[config.mk]
export PLATFORM = sky130hd
export DESIGN_NAME = apb4_master_param
export DESIGN_NICKNAME = d
export VERILOG_FILES = /design/src/rtl/apb4_master_param.sv
export SDC_FILE = /design/constraint.sdc
export NUM_CORES = 1
export LEC_CHECK = 0
export CORE_AREA = 4 4 51 88
export CTS_BUF_LIST = sky130_fd_sc_hd__clkbuf_2
export CTS_CLUSTER_SIZE = 30
export DETAILED_ROUTE_END_ITERATION = 6
export DIE_AREA = 0 0 55 92
export PLACE_DENSITY = 0.79
export SLEW_MARGIN = 25
export SYNTH_ARGS = -nofsm -noshare
export SYNTH_HDL_FRONTEND = slang
export SYNTH_SLANG_ARGS = --single-unit
[constraint.sdc]
create_clock -name pclk -period 1.33 [get_ports pclk]
set_input_delay 0.266 -clock pclk [delete_from_list [all_inputs] [get_ports pclk]]
set_output_delay 0.266 -clock pclk [all_outputs]
set_load 0.02 [all_outputs]
[src/rtl/apb4_master_param.sv]
// APB4 requester: one valid/ready command becomes one SETUP/ACCESS transfer with a one-cycle response strobe.
// Define APB_TIMEOUT_EN to abort transfers whose slave holds PREADY low for TIMEOUT_CYC ACCESS cycles.
module apb4_master_param #(
  parameter int ADDR_W      = 8,
  parameter int DATA_W      = 8,
  parameter int TIMEOUT_CYC = 16
) (
  input  logic                  pclk,
  input  logic                  preset,
  input  logic                  cmd_valid,
  output logic                  cmd_ready,
  input  logic                  cmd_write,
  input  logic [ADDR_W-1:0]     cmd_addr,
  input  logic [DATA_W-1:0]     cmd_wdata,
  input  logic [DATA_W/8-1:0]   cmd_strb,
  input  logic [2:0]            cmd_prot,
  output logic                  rsp_valid,
  output logic [DATA_W-1:0]     rsp_rdata,
  output logic                  rsp_err,
  output logic                  rsp_timeout,
  output logic                  psel,
  output logic                  penable,
  output logic                  pwrite,
  output logic [ADDR_W-1:0]     paddr,
  output logic [DATA_W-1:0]     pwdata,
  output logic [DATA_W/8-1:0]   pstrb,
  output logic [2:0]            pprot,
  input  logic [DATA_W-1:0]     prdata,
  input  logic                  pready,
  input  logic                  pslverr
);

  localparam int STRB_W = DATA_W / 8;

  if (ADDR_W < 2 || DATA_W < 8 || DATA_W > 32 || (DATA_W % 8) != 0 || TIMEOUT_CYC < 1) begin : g_bad_params
    $error("apb4_master_param: illegal parameter combination");
  end

  typedef enum logic [1:0] {IDLE, SETUP, ACCESS} state_e;

  state_e              state_q;
  logic                psel_q;
  logic                penable_q;
  logic                pwrite_q;
  logic [ADDR_W-1:0]   paddr_q;
  logic [DATA_W-1:0]   pwdata_q;
  logic [STRB_W-1:0]   pstrb_q;
  logic [2:0]          pprot_q;
  logic                rsp_valid_q;
  logic [DATA_W-1:0]   rsp_rdata_q;
  logic                rsp_err_q;

`ifdef APB_TIMEOUT_EN
  localparam int CNT_W = $clog2(TIMEOUT_CYC + 1);
  localparam logic [CNT_W-1:0] TMO_LAST = CNT_W'(TIMEOUT_CYC - 1);

  logic [CNT_W-1:0]    tmo_cnt_q;
  logic                rsp_timeout_q;
`endif

  // Ready only in IDLE and never while reset is held, so no command slips in during reset.
  assign cmd_ready = (state_q == IDLE) && !preset;

  always_ff @(posedge pclk) begin
    if (preset) begin
      state_q       <= IDLE;
      psel_q        <= 1'b0;
      penable_q     <= 1'b0;
      pwrite_q      <= 1'b0;
      paddr_q       <= '0;
      pwdata_q      <= '0;
      pstrb_q       <= '0;
      pprot_q       <= '0;
      rsp_valid_q   <= 1'b0;
      rsp_rdata_q   <= '0;
      rsp_err_q     <= 1'b0;
`ifdef APB_TIMEOUT_EN
      tmo_cnt_q     <= '0;
      rsp_timeout_q <= 1'b0;
`endif
    end else begin
      rsp_valid_q <= 1'b0;
      case (state_q)
        IDLE: begin
          if (cmd_valid) begin
            state_q  <= SETUP;
            psel_q   <= 1'b1;
            pwrite_q <= cmd_write;
            paddr_q  <= cmd_addr;
            pwdata_q <= cmd_write ? cmd_wdata : '0;
            pstrb_q  <= cmd_write ? cmd_strb : '0;
            pprot_q  <= cmd_prot;
          end
        end
        SETUP: begin
          state_q   <= ACCESS;
          penable_q <= 1'b1;
`ifdef APB_TIMEOUT_EN
          tmo_cnt_q <= '0;
`endif
        end
        ACCESS: begin
          if (pready) begin
            state_q       <= IDLE;
            psel_q        <= 1'b0;
            penable_q     <= 1'b0;
            rsp_valid_q   <= 1'b1;
            rsp_rdata_q   <= pwrite_q ? '0 : prdata;
            rsp_err_q     <= pslverr;
`ifdef APB_TIMEOUT_EN
            rsp_timeout_q <= 1'b0;
          end else if (tmo_cnt_q == TMO_LAST) begin
            // This edge is the TIMEOUT_CYC-th wait cycle; give up on the slave.
            state_q       <= IDLE;
            psel_q        <= 1'b0;
            penable_q     <= 1'b0;
            rsp_valid_q   <= 1'b1;
            rsp_rdata_q   <= '0;
            rsp_err_q     <= 1'b1;
            rsp_timeout_q <= 1'b1;
          end else begin
            tmo_cnt_q     <= tmo_cnt_q + 1'b1;
`endif
          end
        end
        default: begin
          state_q   <= IDLE;
          psel_q    <= 1'b0;
          penable_q <= 1'b0;
        end
      endcase
    end
  end

  assign psel      = psel_q;
  assign penable   = penable_q;
  assign pwrite    = pwrite_q;
  assign paddr     = paddr_q;
  assign pwdata    = pwdata_q;
  assign pstrb     = pstrb_q;
  assign pprot     = pprot_q;
  assign rsp_valid = rsp_valid_q;
  assign rsp_rdata = rsp_rdata_q;
  assign rsp_err   = rsp_err_q;

`ifdef APB_TIMEOUT_EN
  assign rsp_timeout = rsp_timeout_q;
`else
  assign rsp_timeout = 1'b0;
`endif

endmodule

==> results by group <==
Detailed routing
  – Drt total wl: 4.22 mm
  – Drt pass-1 iters: 4
  – Post-route ant nets: 0
  – Routed wire per std cell: 15.4 um
  – Drt via density: 4.77
  – Initial drt markers: 14
  – Via count: 1311
  – DRC Markers: 0

Global route
  – Initial antenna violation count: 0
  – Vias in the first global route: 1329
  – Global-route wire length before repair: 6.13 mm
  – Largest net degree at the start of global routing: 36
  – Remaining global-route overflow: 0
  – All-layer global routing usage: 16.3%

Critical path
  – Critical path class: in2out
  – Crit path cell chain: clkdlybuf4s50_1 > nor3_2 > buf_4
  – Worst path required time: 1.06 ns
  – Crit. End Element: output pin
  – Critical path startpoint: preset
  – Crit path launch type: input pin
  – R2r worst-path depth: 5
  – Reg2reg start: state_q[0]
  – Crit path DAT: 1.06 ns
  – Slowest CP cell: clkdlybuf4s50_1
  – Crit path max fanout: 2
  – CP max stage delay: 0.44 ns
  – Worst r2r dst: pwdata[4]
  – CP endpoint: cmd_ready
  – Slack of the worst reg-to-reg path: 0.02 ns

Floorplanning
  – Die X: 55 um
  – Die area: 0.00506 sq mm
  – Die height: 92 um
  – Initial Util: 41.9%
  – Boundary Pins: 69
  – Rows: 30
  – Core box area: 0.00379 sq mm

Final layout
  – Area Overhead vs Synth: 51.8%
  – Design area: 0.00241 sq mm
  – Fin cells: 275
  – Final #Nets: 260
  – Layout cell share with drive strength beyond 1: 33.0%
  – Fillers: 317
  – Ant. Diodes: 0

Clocking
  – CTS Sinks: 35
  – CTS buffer count: 5
  – CTS root buffer: clkbuf_2
  – Later-pin clock latency in the skew report: 0.38 ns
  – Worst-path clk slew: 0.17 ns
  – Clock buffer depth: 2
  – H-tree Lvls: 2
  – CTS tree: done

Power and ir drop
  – Pwr/cell area: 895 mW/mm^2
  – Worst VDD drop: 0.552 mV
  – Leakage: 0.960 nW

Synthesis
  – Post-synth EDFFs: 0
  – Primary FF master, synth: dfxtp_1
  – Synth cell types: 20
  – Flops & latches, synth: 35
  – Synth async-reset ratio: 0%
  – Sequential area share after synthesis: 44.1%
  – Synth warnings: 0
  – Netlist Area Pre-Place: 0.00159 sq mm
  – Cells after Synth: 152
  – Syn_area_per_cell: 10.4 sq um
  – Syn nets: 186

STA
  – Final setup viols: 0
  – Worst Clk Skew: 0.00479 ns
  – Final Cycle Share: 99.5%
  – Final Hold Vio Count: 0
  – Max-slew violations: 0
  – Setup TNS: 0 ns
  – F_max: 756 MHz
  – RSZ-0062 raised after global routing: yes
  – Crit path time final: 1.32 ns

Place
  – Post-detail-place hpwl: 2.92 mm
  – Port bufs: 67
  – Cell Area, Placed: 0.00234 sq mm
  – Placed Instances: 263
  – GP Congestion: 0.672

Outcome
  – Status: complete, no violations

Min path
  – Hold_sp: cmd_addr[1]
  – Tightest Hold Check Type: in2reg

Job
  – Max-Cap Viols: 0
-- Yosys cell counts (2+ instances only) --
cell      count  area (sq um)
nand2b_1     45           282
dfxtp_1      35           701
mux2i_1      30           300
nand3b_1      9          67.6
clkbuf_1      6          22.5
or3b_2        5          43.8
or3b_1        4          35.0
buf_6         3          33.8
and2_1        2          12.5
buf_4         2          15.0
nor3_1        2          10.0
-- repair_timing --
action | CTS | global route
gates cloned | 0 | 2
pin swaps | 0 | 2
setup endpoints to repair | 34 | 43
hold buffers | 0 | 0
buffers inserted | 0 | 2
gates resized for setup | 92 | 31
-- worst max-delay path, delay by kind of cell --
| kind | cells | cell delay [ns] |
|---|---|---|
| and+or+nand+nor | 1 | 0.19 |
| buffers and inverters | 2 | 0.60 |
-- logic make-up (layout without fill, tap and decap cells) --
kind of cell | after synthesis | in the layout | synth area share (%)
AO/OA/AOI/OAI | 3 | 3 | 1.34
buffers and inverters | 13 | 88 | 5.04
flip-flops | 35 | 35 | 44.1
multiplexers | 30 | 30 | 18.9
other | 1 | 1 | 0.236
AND/OR/NAND/NOR | 70 | 70 | 30.3
-- per-layer routing --
layer	vias up	global-route usage, %	wire (um)
met2	53	28.4	2280
met4	0	5.48	64
met5	-	0	0
met1	601	17.7	1520
li1	650	-	-
met3	7	5.20	352
-- registers in the layout, summed over array words and instances, names as in the netlist --
register   flops
paddr          8
pwdata         8
rsp_rdata      8
pprot          3
state_q        2
penable        1
psel           1
pstrb          1
pwrite         1
rsp_err        1
rsp_valid      1
-- through the flow --
stage | worst slack, ns | utilization [%] | power (W) | hold slack [ns]
floorplan | 0.181 | - | 0.00141 | 0.421
global placement | -0.387 | 61.7 | 0.00165 | 0.457
detailed placement | -0.393 | 61.7 | 0.00167 | 0.466
CTS | 0.00103 | 63.5 | 0.00213 | 0.431
global route | -0.0337 | 63.6 | 0.00225 | 0.426
finish | 0.00647 | 63.6 | 0.00216 | 0.434
-- area by class of cell --
class	count	area, sq um	share of cell area (%)
timing repair buffer	79	773	32.1
multi-input combinational	104	816	33.9
clock buffer	7	35.0	1.45
tap	48	60.1	2.49
inverter	1	3.75	0.156
clock inverter	1	5.00	0.208
sequential	35	717	29.8
-- worst min path at each step --
stage,endpoint,slack (ns),cells past startpoint
2_1_floorplan,paddr[0],0.42,2
3_3_place_gp,paddr[0],0.46,2
3_5_place_dp,rsp_rdata[7],0.47,2
4_1_cts,paddr[1],0.43,3
5_1_grt,paddr[0],0.43,3
6_report,paddr[1],0.43,3
-- where the power goes --
group | internal (W) | switching (W) | total, W
Clock | 0.000144 | 0.000352 | 0.000495
Combinational | 0.000297 | 0.000226 | 0.000523
Sequential | 0.00111 | 0.0000302 | 0.00114
-- placed cells by master (no fill, tap or decap) --
master            n
inv_1             1
nor2_1            1
o2bb2ai_1         1
or3b_1            4
nand3b_1          9
nor3_1            1
a21oi_1           1
buf_6             2
nor3b_4           1
clkbuf_16         2
buf_2             1
clkdlybuf4s50_1  33
clkdlybuf4s15_2  16
conb_1            1
dfxtp_1          22
dfxtp_2          13
clkbuf_2         23
and3b_1           1
mux2i_2           1
or3b_2            5
and2_1            2
o21a_1            1
buf_12            3
nor3_2            1
nand2b_1         45
mux2i_1          29
clkinv_2          1
buf_4             6
Power figures use the tool's default switching activity.
